`src/rtl/sys_bus_pkg.sv`:
```
// -----------------------------------------------------------------------------
// sys_bus_pkg
// Definitions shared by the system-bus responder and the CPU bus side.
//   - bus_state_e : responder FSM states (IDLE / WAIT / RESP)
//   - default data/address widths and storage depth of the CPU bus
//   - wait-state counter width and helpers
// -----------------------------------------------------------------------------
package sys_bus_pkg;

  // Default bus geometry, matching the CPU register size and address space.
  localparam int unsigned BUS_DATA_W = 8;
  localparam int unsigned BUS_ADDR_W = 8;
  localparam int unsigned BUS_DEPTH  = 128;

  // Wait-state counter covers 0..15 extra cycles.
  localparam int unsigned CNT_W = 4;
  localparam logic [CNT_W-1:0] CNT_ZERO = 4'd0;
  localparam logic [CNT_W-1:0] CNT_ONE  = 4'd1;

  typedef enum logic [1:0] {
    IDLE = 2'd0,
    WAIT = 2'd1,
    RESP = 2'd2
  } bus_state_e;

  // State entered from IDLE when a request is accepted: a zero wait-state
  // configuration skips WAIT entirely.
  function automatic bus_state_e accept_state(input logic [CNT_W-1:0] ws);
    if (ws == CNT_ZERO) begin
      return RESP;
    end else begin
      return WAIT;
    end
  endfunction

endpackage

```
`src/rtl/sys_bus_mem_array.sv`:
```
// -----------------------------------------------------------------------------
// sys_bus_mem_array
// Single-port DEPTH x DATA_W storage: registered write, combinational read.
// Contents are deliberately not reset.
// Ports:
//   CLK   in  : rising-edge clock
//   we    in  : write enable for this cycle
//   idx   in  : word index (shared by read and write)
//   wdata in  : write data
//   rdata out : combinational read of word idx
// -----------------------------------------------------------------------------
module sys_bus_mem_array
  import sys_bus_pkg::*;
#(
  parameter int unsigned DATA_W = BUS_DATA_W,
  parameter int unsigned DEPTH  = BUS_DEPTH,
  parameter int unsigned IDX_W  = (DEPTH > 1) ? $clog2(DEPTH) : 1
) (
  input  logic              CLK,
  input  logic              we,
  input  logic [IDX_W-1:0]  idx,
  input  logic [DATA_W-1:0] wdata,
  output logic [DATA_W-1:0] rdata
);

  logic [DATA_W-1:0] mem_r [DEPTH];

  // Registered write port; no reset so contents survive RST.
  always_ff @(posedge CLK) begin
    if (we) begin
      mem_r[idx] <= wdata;
    end
  end

  assign rdata = mem_r[idx];

endmodule

```
`src/rtl/sys_bus_responder.sv`:
```
// -----------------------------------------------------------------------------
// sys_bus_responder
// Bus responder with programmable wait states in front of a local storage
// array. A request is latched in IDLE, held for WAIT_STATES cycles, and
// completed on the RESP edge, which registers a one-cycle ack_o together with
// err_o/rdata_o. Addresses outside [BASE_ADDR, BASE_ADDR+DEPTH) complete with
// err_o=1 and never touch storage.
// Ports:
//   CLK     in  : rising-edge clock
//   RST     in  : asynchronous active-high reset (storage is kept)
//   req_i   in  : request, held until ack_o
//   we_i    in  : 1 = write, 0 = read
//   addr_i  in  : request address
//   wdata_i in  : write data
//   ack_o   out : one-cycle completion pulse
//   err_o   out : out-of-range flag, only with ack_o
//   rdata_o out : read data, only with ack_o
//   busy_o  out : FSM not in IDLE
// -----------------------------------------------------------------------------
module sys_bus_responder
  import sys_bus_pkg::*;
#(
  parameter int unsigned DATA_W      = BUS_DATA_W,
  parameter int unsigned ADDR_W      = BUS_ADDR_W,
  parameter int unsigned DEPTH       = BUS_DEPTH,
  parameter int unsigned BASE_ADDR   = 0,
  parameter int unsigned WAIT_STATES = 1
) (
  input  logic              CLK,
  input  logic              RST,
  input  logic              req_i,
  input  logic              we_i,
  input  logic [ADDR_W-1:0] addr_i,
  input  logic [DATA_W-1:0] wdata_i,
  output logic              ack_o,
  output logic              err_o,
  output logic [DATA_W-1:0] rdata_o,
  output logic              busy_o
);

  localparam int unsigned IDX_W = (DEPTH > 1) ? $clog2(DEPTH) : 1;

  // Decode bounds in ADDR_W+1 bits so BASE_ADDR+DEPTH cannot wrap.
  localparam logic [ADDR_W:0] BASE_EXT  = (ADDR_W+1)'(BASE_ADDR);
  localparam logic [ADDR_W:0] LIMIT_EXT = (ADDR_W+1)'(BASE_ADDR + DEPTH);
  localparam logic [CNT_W-1:0] WS_CNT   = CNT_W'(WAIT_STATES);

  bus_state_e        state_r;
  bus_state_e        state_nxt_s;
  logic [CNT_W-1:0]  cnt_r;
  logic              we_r;
  logic [ADDR_W-1:0] addr_r;
  logic [DATA_W-1:0] wdata_r;
  logic              ack_r;
  logic              err_r;
  logic [DATA_W-1:0] rdata_r;

  logic [ADDR_W:0]   addr_ext_s;
  logic              in_range_s;
  logic [IDX_W-1:0]  mem_idx_s;
  logic              mem_we_s;
  logic [DATA_W-1:0] mem_rdata_s;

  // Address decode always works on the latched request, never on addr_i.
  assign addr_ext_s  = {1'b0, addr_r};
  assign in_range_s  = (addr_ext_s >= BASE_EXT) && (addr_ext_s < LIMIT_EXT);
  assign mem_idx_s   = IDX_W'(addr_ext_s - BASE_EXT);
  assign mem_we_s    = (state_r == RESP) && we_r && in_range_s;

  sys_bus_mem_array #(
    .DATA_W (DATA_W),
    .DEPTH  (DEPTH),
    .IDX_W  (IDX_W)
  ) u_mem (
    .CLK   (CLK),
    .we    (mem_we_s),
    .idx   (mem_idx_s),
    .wdata (wdata_r),
    .rdata (mem_rdata_s)
  );

  // FSM state register.
  always_ff @(posedge CLK or posedge RST) begin
    if (RST) begin
      state_r <= IDLE;
    end else begin
      state_r <= state_nxt_s;
    end
  end

  // FSM next-state logic.
  always_comb begin
    state_nxt_s = state_r;
    case (state_r)
      IDLE: begin
        if (req_i) begin
          state_nxt_s = accept_state(WS_CNT);
        end else begin
          state_nxt_s = IDLE;
        end
      end
      WAIT: begin
        // Leave on the 1 -> 0 step; a zero count here is only defensive.
        if (cnt_r <= CNT_ONE) begin
          state_nxt_s = RESP;
        end else begin
          state_nxt_s = WAIT;
        end
      end
      RESP: begin
        state_nxt_s = IDLE;
      end
      default: begin
        state_nxt_s = IDLE;
      end
    endcase
  end

  // Request latch, wait counter and registered response.
  always_ff @(posedge CLK or posedge RST) begin
    if (RST) begin
      cnt_r   <= CNT_ZERO;
      we_r    <= 1'b0;
      addr_r  <= {ADDR_W{1'b0}};
      wdata_r <= {DATA_W{1'b0}};
      ack_r   <= 1'b0;
      err_r   <= 1'b0;
      rdata_r <= {DATA_W{1'b0}};
    end else begin
      // Response outputs default to zero so err/rdata only show with ack.
      ack_r   <= 1'b0;
      err_r   <= 1'b0;
      rdata_r <= {DATA_W{1'b0}};
      case (state_r)
        IDLE: begin
          if (req_i) begin
            we_r    <= we_i;
            addr_r  <= addr_i;
            wdata_r <= wdata_i;
            cnt_r   <= WS_CNT;
          end
        end
        WAIT: begin
          if (cnt_r != CNT_ZERO) begin
            cnt_r <= cnt_r - CNT_ONE;
          end
        end
        RESP: begin
          ack_r <= 1'b1;
          err_r <= ~in_range_s;
          if (in_range_s && !we_r) begin
            rdata_r <= mem_rdata_s;
          end
        end
        default: begin
          cnt_r <= CNT_ZERO;
        end
      endcase
    end
  end

  assign ack_o   = ack_r;
  assign err_o   = err_r;
  assign rdata_o = rdata_r;
  assign busy_o  = (state_r != IDLE);

endmodule

```
`config.mk`:
```
export PLATFORM = sky130hd
export DESIGN_NAME = sys_bus_responder
export DESIGN_NICKNAME = d
export VERILOG_FILES = /design/src/rtl/sys_bus_pkg.sv /design/src/rtl/sys_bus_mem_array.sv /design/src/rtl/sys_bus_responder.sv
export SDC_FILE = /design/constraint.sdc
export NUM_CORES = 1
export LEC_CHECK = 0
export ABC_AREA = 0
export BUFFER_PORTS_ARGS = -buffer_cell sky130_fd_sc_hd__buf_4
export CORE_ASPECT_RATIO = 1.1
export CORE_MARGIN = 10
export CORE_UTILIZATION = 57
export CTS_CLUSTER_SIZE = 24
export DETAILED_ROUTE_END_ITERATION = 16
export PLACE_DENSITY = 0.76
export SYNTH_ARGS = -nofsm -noshare
export SYNTH_HDL_FRONTEND = slang
export SYNTH_SLANG_ARGS = --single-unit
```
`constraint.sdc`:
```
create_clock -name CLK -period 2.35 [get_ports CLK]
set_input_delay 0.235 -clock CLK [delete_from_list [all_inputs] [get_ports CLK]]
set_output_delay 0.235 -clock CLK [all_outputs]
set_load 0.01 [all_outputs]
```
======== Yosys cells after proc, flatten, opt, wreduce, memory -nomap -nowiden ========
Memory sizes are Yosys's and may differ from the RTL's.
Index checks and enable logic that the tools add are counted.
storage, ports and cells
  flip-flop bits (word level) ............. 33
  memory bits (writable) .................. 1024
  input bits .............................. 20
  output and inout port bits .............. 11
  logic and storage cells ................. 41
  memories kept ........................... 1
memories
  memory       depth  width  rd ports  clocked after memory_dff  write ports  RTL line                 RTL
  u_mem.mem_r  128    8      1         0                         1            sys_bus_mem_array.sv:26  logic [DATA_W-1:0] mem_r [DEPTH];
operators by class
  add/subtract/negate cells ............... 1
  magnitude comparators ................... 3
  equality and inequality tests ........... 4
  muxes and demuxes ....................... 12
  bitwise logic cells ..................... 2
  reductions and logical operators ........ 10
operator list
  operator               number
  $mux W8                2
  $pmux W4 S3            1
  $ge A8 B1 Y1 const B   1
  $lt A8 B8 Y1 const B   1
  $mux W4                2
  $mux W1                5
  $le A4 B1 Y1 const B   1
  $logic_and A1 B1 Y1    4
  $ne A2 B2 Y1 const B   2
  $pmux W2 S2            1
  $reduce_bool A4 Y1     1
  $sub A4 B1 Y4 const B  1
  $reduce_and A3 Y1      1
  $eq A2 B1 Y1 const B   1
  $eq A2 B2 Y1 const B   1
  $logic_not A2 Y1       1
  $mux W2                1
  $not A1 Y1             2
  $reduce_and A2 Y1      1
  $reduce_bool A2 Y1     1
  $logic_not A1 Y1       1

======== Logic depth before layout (Yosys ltp) ========
Gate-level depths: netlist of run 1.
  depth after elaboration ................. 5
  gate-level depth with buffers ........... 9
  depth with buffers taken out ............ 7

======== Cells and area by module ========
From an unflattened synthesis of run 1, not the netlist that was laid out.
second synthesis, totals
  cells, all modules ...................... 2565
  area total of the unflattened synthesis .. 41604.9 µm²
by module, submodules not included
  module             instances  cells each  area each (µm²)  sequential area each (µm²)
  sys_bus_mem_array  1          2467        40273.6          30749.5
  sys_bus_responder  1          98          1331.3           825.8

======== Worst setup path before layout of run 1 ========
Ideal clock, no wire load.
  kind .................................... register to register
  start point ............................. reg addr_r[0]
  end point ............................... mem u_mem.mem_r[110][0] (netlist bit) (enable)
  arrival ................................. 1891 ps
  required time ........................... 1980 ps
  setup slack ............................. 89 ps
  stages on the path, launching flop included .. 8
  path buffers ............................ 4
  cell sequence ........................... dfrtp_1 buf_4 buf_4 buf_4 nor2_1 nand3_1 clkbuf_1 nor2_1
between the ends
  cells in the longest elaborated chain, start to end .. 5
RTL lines
  element                                              RTL line                  RTL
  from (decl)                                          sys_bus_responder.sv:52   logic [ADDR_W-1:0] addr_r;
  from (signal assigned)                               sys_bus_responder.sv:124  addr_r <= {ADDR_W{1'b0}};
  from (signal assigned)                               sys_bus_responder.sv:138  addr_r <= addr_i;
  $ge A8 B1 Y1 / $lt A8 B8 Y1 (equally long branches)  sys_bus_responder.sv:66   assign in_range_s = (addr_ext_s >= BASE_EXT) && (addr_ext_s < LIMIT_EXT);
  $logic_and A1 B1 Y1                                  sys_bus_responder.sv:66
  $logic_and A1 B1 Y1                                  sys_bus_responder.sv:68   assign mem_we_s = (state_r == RESP) && we_r && in_range_s;
  $mux W1                                              sys_bus_mem_array.sv:30   if (we) begin
  $mux W1 (not written as such)                        sys_bus_mem_array.sv:31   mem_r[idx] <= wdata;
  to (decl)                                            sys_bus_mem_array.sv:26
Parallel ways exist; a longest one is shown, timed or not.

======== Worst setup path after layout of run 1 ========
  start point ............................. reg addr_r[0]
  end point ............................... reg rdata_r[1] (netlist: rdata_o[1])
between the ends
  cells in the longest elaborated chain, start to end .. 5
RTL lines
  element                                                  RTL line                  RTL
  branches (longest 3 deep; another with $mem_v2 Z128 W8)  --
  $mux W8 (*)                                              sys_bus_responder.sv:151  if (in_range_s && !we_r) begin
  $mux W8 (*)                                              sys_bus_responder.sv:134  case (state_r)
  to (signal assigned)                                     sys_bus_responder.sv:128  rdata_r <= {DATA_W{1'b0}};
  to (signal assigned)                                     sys_bus_responder.sv:133  rdata_r <= {DATA_W{1'b0}};
  to (signal assigned)                                     sys_bus_responder.sv:152  rdata_r <= mem_rdata_s;
  to (decl)                                                sys_bus_responder.sv:56   logic [DATA_W-1:0] rdata_r;
Every way passes the cells marked *.
A chain may end at the register's enable or synchronous reset.

==> reports/qor.txt, run 1 <==
PnR worst setup slack: -0.196 ns
kind of end point of the critical path: flip-flop
Avg Cell Area, Syn: 17.4 um2
CTS tree: yes
crit path max fanout: 11
Leak: 0.0175 uW
max_slew headroom: 43.2%
Final Hold Vio Count: 0
width of the die: 276 um
root buf cell: clkbuf_16
most frequent cell after synthesis: edfxtp_1
Syn-to-layout area delta: 21.5%
Slew Viols, Final: 0
via/cell ratio: 6.29
Final Cycle Share: 108%
routed length per instance: 27.0 um
Std-Cell Rows: 103
Residual DRC: 0
Worst VDD drop: 0.000814 V
post-route minimum period: 2.55 ns
Top-Level Pins: 31
Mapped Cells: 2370
worst skew pair latency: 0.66 ns
initial DRC count: 2813
Synth Cell Area: 41100 um2
TritonCTS buffer count: 98
Final Cell Area: 50000 um2
vias: 23825
Post-DRT Antenna Nets: 0
RePlAce Congestion: 0.890
placed insts: 3577
largest net degree at the start of global routing: 60
Layout Cells excl Fill: 3790
Worst Tran Pin Value: 0.852 ns
Hold Path Class: primary input to asynchronous set/reset pin
top_reg_cell synth: edfxtp_1
Worst Skew: 0.0223 ns
DRT Wirelength: 103000 um
Yosys top cell area share: 74.7%
Critical Path AT: 3.07 ns
port bufs: 30
CTS clock-pin slew for the worst setup and hold paths: 0.06 ns
asr flop ratio synth: 3.12%
initial antenna violation count: 0
RSZ-0062 raised after global routing: true
htree depth: 3
final setup vio count: 7
#FFs+latches synth: 1057
first-pass GRT wire length: 150000 um
die area: 83300 um2
layout cell share with drive strength beyond 1: 25.0%
TritonCTS Sinks: 1057
CORE AREA: 71700 um2
area leader, netlist: edfxtp_1
Final nets: 2787
Total GRT Usage: 23.7%
Post-DP HPWL: 62300 um
data required time of the worst path: 2.87 ns
Mapped Nets: 2392
Die Y: 302 um
outcome: complete, but fails checks
Longest Clk Path Bufs: 3
largest cells by area after synthesis: edfxtp_1 (75%), mux2i_1 (12%), o22ai_1 (3.9%)
vias in the first global route: 23986
Startpoint Class: flip-flop
DP Area: 45300 um2
total gr overflow: 0
post-synth cell types: 35
WS Path Type: flip-flop to flip-flop
max_cap viols: 0
Synth top cells by count: edfxtp_1 (1024), mux2i_1 (512), o22ai_1 (257)
Pre-antenna DRT Iters: 6
fmax: 0.393 GHz
Syn. warnings: 0
antenna fix cells: 0
pwr/cell area: 1260 nW/um2
failing checks: setup timing
Starting Density: 57.4%
EDFF count, synth: 1024
Seq/Total Area, Yosys: 76.7%
==> layout make-up <==
type	instances	area [um2]
well taps	945	1180
clock buffers	119	2650
fillers	4276	21700
multi-input cells	1163	9580
clock inverters	61	659
flip-flops and latches	1057	31600
repair buffers	440	4290
inverters	5	18.8
==> state kept, by name (all words and copies together) (netlist names) <==
name         flops
wdata_r          8
rdata_o          8
state_r          2
u_mem.mem_r   1024
cnt_r            4
ack_o            1
err_o            1
addr_r           8
we_r             1
==> metrics by stage <==
stage                     power (uW)  hold WS (ns)  TNS (ns)  util (%)  setup WS [ns]
final                          62900         0.292    -0.443      69.8         -0.196
after global routing           64600         0.338    -0.875      69.8         -0.231
after CTS                      61600         0.264    -0.396      69.1        -0.0550
after detailed placement       44100         0.402     -6.05      63.3         -0.364
after global placement         43500         0.387     -2.42      63.3         -0.359
after floorplan                35300         0.364         0         -         0.0887
==> logic make-up (layout without fill, tap and decap cells) <==
logic type	after synthesis	after routing	share of synthesized area, %
fa+ha+maj	2	2	0.0608
flops	1057	1057	76.7
buf+inv	150	625	1.90
compound gates	425	425	6.27
simple gates	207	207	2.12
mux	529	529	12.9
==> cells in the final DEF, fill, tap and decap left out, types with 9 or more instances in the layout <==
cell           instances
buf_4                345
bufinv_16             14
mux2_1                10
mux2i_1              476
nand2_1               21
mux2i_2               27
clkbuf_1              15
mux2i_4                9
o21ai_0               25
nor2_1               142
buf_16                 9
dfrtp_1               22
buf_12                54
o22ai_2               12
dlygate4sd3_1         19
clkinv_1              18
dfrtp_4                9
o21ai_1               75
o22ai_1              245
o21ai_2               31
a41oi_1                9
clkbuf_16            103
clkinv_2              20
edfxtp_1            1024
a41oi_2               15
==> metal layers <==
layer  vias to the layer above  global-route usage [%]  wire length [um]
li1                      10249                       -                 -
met1                     12036                    30.1             38600
met2                      1310                    40.8             51300
met3                       230                    3.95              9090
met4                         0                    8.94              3570
met5                         -                       0                 0
==> worst max-delay path, stage by stage, from the launching register on <==
cell	delay [ns]
dfrtp_4	0.51
buf_4	0.15
buf_12	0.15
buf_4	0.18
mux2i_1	0.22
o22ai_1	0.14
o21ai_2	0.31
a41oi_4	0.21
buf_6	0.19
nor4_4	0.29
nor2_1	0.06
==> worst paths after layout <==
kind | startpoint | to | slack [ns] | cells after the start
max | addr_r[0] | rdata_o[1] | -0.20 | 10
min | RST | wdata_r[5] | 0.29 | 4
max reg2reg | addr_r[0] | rdata_o[1] | -0.20 | 10
min reg2reg | cnt_r[1] | cnt_r[1] | 0.54 | 2
max in group asynchronous | RST | addr_r[0] | 1.63 | 4
min in group CLK | addr_i[4] | addr_r[4] | 0.35 | 3
==> where the power goes <==
part	internal (uW)	total [uW]	leakage [uW]	switching, uW
combinational	9030	21300	0.00627	12200
clock	9540	16200	0.00161	6710
sequential	23700	25300	0.00961	1670
==> timing repair <==
action / 4_1_cts / 5_1_grt
setup buffers: 5 / 7
cloned: 7 / 0
endpoints found under the setup margin: 144 / 220
endpoints found under the hold margin: 51 / 0
hold buffers: 19 / 0
resized for setup: 117 / 141
pin swaps: 21 / 39
Note: power is estimated with default switching activity, not from simulation.
==> inputs of run 2 (changes only) <==
Settings changed: CORE_UTILIZATION 57 to 46, PLACE_DENSITY 0.76 to not set.
==> run 2 against run 1 <==
Net effect:
- the flow still finishes with violations (setup timing)
- utilization shrank 14 points
- combinational power down 8%
- maximum frequency rose by 1.4%
- non-clock buffer count decreased by 10
- register-to-register slack improved by 0.04 ns
- die area increased by 22%
- worst hold slack worse by 0.052 ns
- sequential power about the same
- cell count up 6.0%
- clock power about the same
- largest power group unchanged
- highest routed layer unchanged
==> reports/qor.txt, run 2 (synthesis gave the netlist of run 1 again) <==
WS Path Type: flip-flop to flip-flop
max_cap viols: 0 (unchanged)
Final nets: 2780 (-0.25%)
Leak: 0.0173 uW (-0.85%)
width of the die: 305 um (+10%)
post-route minimum period: 2.51 ns (-0.0356 ns)
Std-Cell Rows: 115 (+12%)
fmax: 0.398 GHz (+1.4%)
Hold Path Class: primary input to asynchronous set/reset pin
htree depth: 3 (unchanged)
total gr overflow: 0 (unchanged)
worst skew pair latency: 0.67 ns (about the same)
CTS tree: yes
Pre-antenna DRT Iters: 7 (+1)
crit-path leading delay family: buffers and inverters
CTS clock-pin slew for the worst setup and hold paths: 0.06 ns (about the same)
TritonCTS Sinks: 1057 (unchanged)
first-pass GRT wire length: 150000 um (about the same)
Post-DRT Antenna Nets: 0 (unchanged)
vias: 22999 (-3.5%)
Critical Path AT: 3.05 ns (-0.02 ns)
Worst VDD drop: 0.000794 V (-2.4%)
initial antenna violation count: 3 (+3)
vias in the first global route: 23265 (-3.0%)
RePlAce Congestion: 0.853 (-4.2%)
max reg flops: 1024 (unchanged)
kind of end point of the critical path: flip-flop
Longest Clk Path Bufs: 3 (unchanged)
outcome: complete, but fails checks
Biggest register: u_mem.mem_r
RSZ-0062 raised after global routing: true
Slew Viols, Final: 0 (unchanged)
layout cell share with drive strength beyond 1: 22.3% (-2.7 points)
crit path max-delay cell type: dfrtp_4
max_slew headroom: 34.3% (-8.9 points)
PnR worst setup slack: -0.160 ns (+0.0356 ns)
Final Cell Area: 49500 um2 (-1.0%)
Final Cycle Share: 107% (-1.5 points)
data required time of the worst path: 2.89 ns (+0.02 ns)
die area: 102000 um2 (+22%)
largest net degree at the start of global routing: 69 (+15%)
CP max stage delay: 0.51 ns (about the same)
Finished Core Util: 55.6% (-14 points)
CORE AREA: 89100 um2 (+24%)
pwr/cell area: 1240 nW/um2 (-1.4%)
Final Hold Vio Count: 0 (unchanged)
Startpoint Class: flip-flop
root buf cell: clkbuf_16
final setup vio count: 22 (+15)
leading cell type in the layout, fill and taps excluded: edfxtp_1
Cell Chain, Critical Path: buf_12, buf_4, buf_12, mux2i_1, o22ai_1, o21ai_1, a41oi_1, nor4_1, buf_4, nor2_1
Top-Level Pins: 31 (unchanged)
DP Area: 45400 um2 (about the same)
commonest cells after routing, fill and taps aside: edfxtp_1 (1024), mux2i_1 (497), buf_4 (351)
Total GRT Usage: 19.7% (-4.0 points)
initial DRC count: 1975 (-30%)
Residual DRC: 0 (unchanged)
failing checks: setup timing
Crit path buffers/inverters: 4 (unchanged)
crit path max fanout: 16 (+5)
setup TNS: -0.861 ns (-0.418 ns)
Syn-to-layout area delta: 20.3%
DRT Wirelength: 103000 um (+0.89%)
Worst Tran Pin Value: 0.986 ns (+0.133 ns)
Die Y: 334 um (+11%)
Starting Density: 46.2% (-11 points)
via/cell ratio: 5.73 (-8.9%)
port bufs: 30 (unchanged)
routed length per instance: 25.7 um (-4.8%)
TritonCTS buffer count: 101 (+3.1%)
Post-DP HPWL: 65400 um (+5.0%)
Worst Skew: 0.0230 ns (+0.000693 ns)
## run 2: worst reg2reg max path: stages, from the launching register on
cell     delay, ns
dfrtp_4       0.51
buf_12        0.19
buf_4         0.15
buf_12        0.17
mux2i_1       0.26
o22ai_1       0.11
o21ai_1       0.27
a41oi_1       0.26
nor4_1        0.31
buf_4         0.15
nor2_1        0.03
## run 2: stage by stage
stage / std cells / hold slack [ns] / total power (uW) / worst slack (ns)
finish: 4017 / 0.239 / 61400 / -0.160
global route: 4016 / 0.261 / 63600 / -0.244
CTS: 4011 / 0.225 / 61100 / -0.116
detailed placement: 3795 / 0.383 / 44100 / -0.316
global placement: 3795 / 0.375 / 43800 / -0.279
floorplan: 2370 / 0.364 / 35300 / 0.0887
## run 2: final timing paths
check,startpoint,end,slack (ns),depth (start not counted)
worst max register to register,addr_r[0],rdata_o[2],-0.16,10
worst max-delay path,addr_r[0],rdata_o[2],-0.16,10
worst min-delay path,RST,rdata_o[2],0.24,3
worst min register to register,cnt_r[3],state_r[1],0.53,1
max in group asynchronous,RST,addr_r[1],1.48,4
min in group CLK,addr_i[6],addr_r[6],0.33,3
## run 2: where the power goes
part | switching, uW | total [uW] | internal [uW]
Clock | 6840 | 16200 | 9360
Sequential | 1840 | 25500 | 23700
Combinational | 11400 | 19600 | 8230
## run 2: area by class of cell
type / count / area (um2)
multi-input combinational: 1163 / 9100
fill: 6852 / 39600
inverter: 5 / 18.8
clock buffer: 125 / 2730
timing repair buffer: 430 / 3970
antenna: 1 / 2.50
clock inverter: 66 / 601
sequential: 1057 / 31600
tap: 1170 / 1460
## run 2: routing by layer
layer | global-route usage [%] | vias to the layer above | part of all wire (%)
li1 | - | 10266 | -
met5 | 0 | - | 0
met2 | 33.0 | 789 | 49
met4 | 5.84 | 0 | 2.4
met1 | 25.9 | 11805 | 41
met3 | 3.63 | 139 | 6.8
## run 2: repair_timing
item,4_1_cts,5_1_grt
setup endpoints to repair,8,593
pin swaps,8,2
gates resized for setup,92,54
setup buffers,4,3
hold buffers,19,0
hold endpoints to repair,36,0
gates cloned,3,2
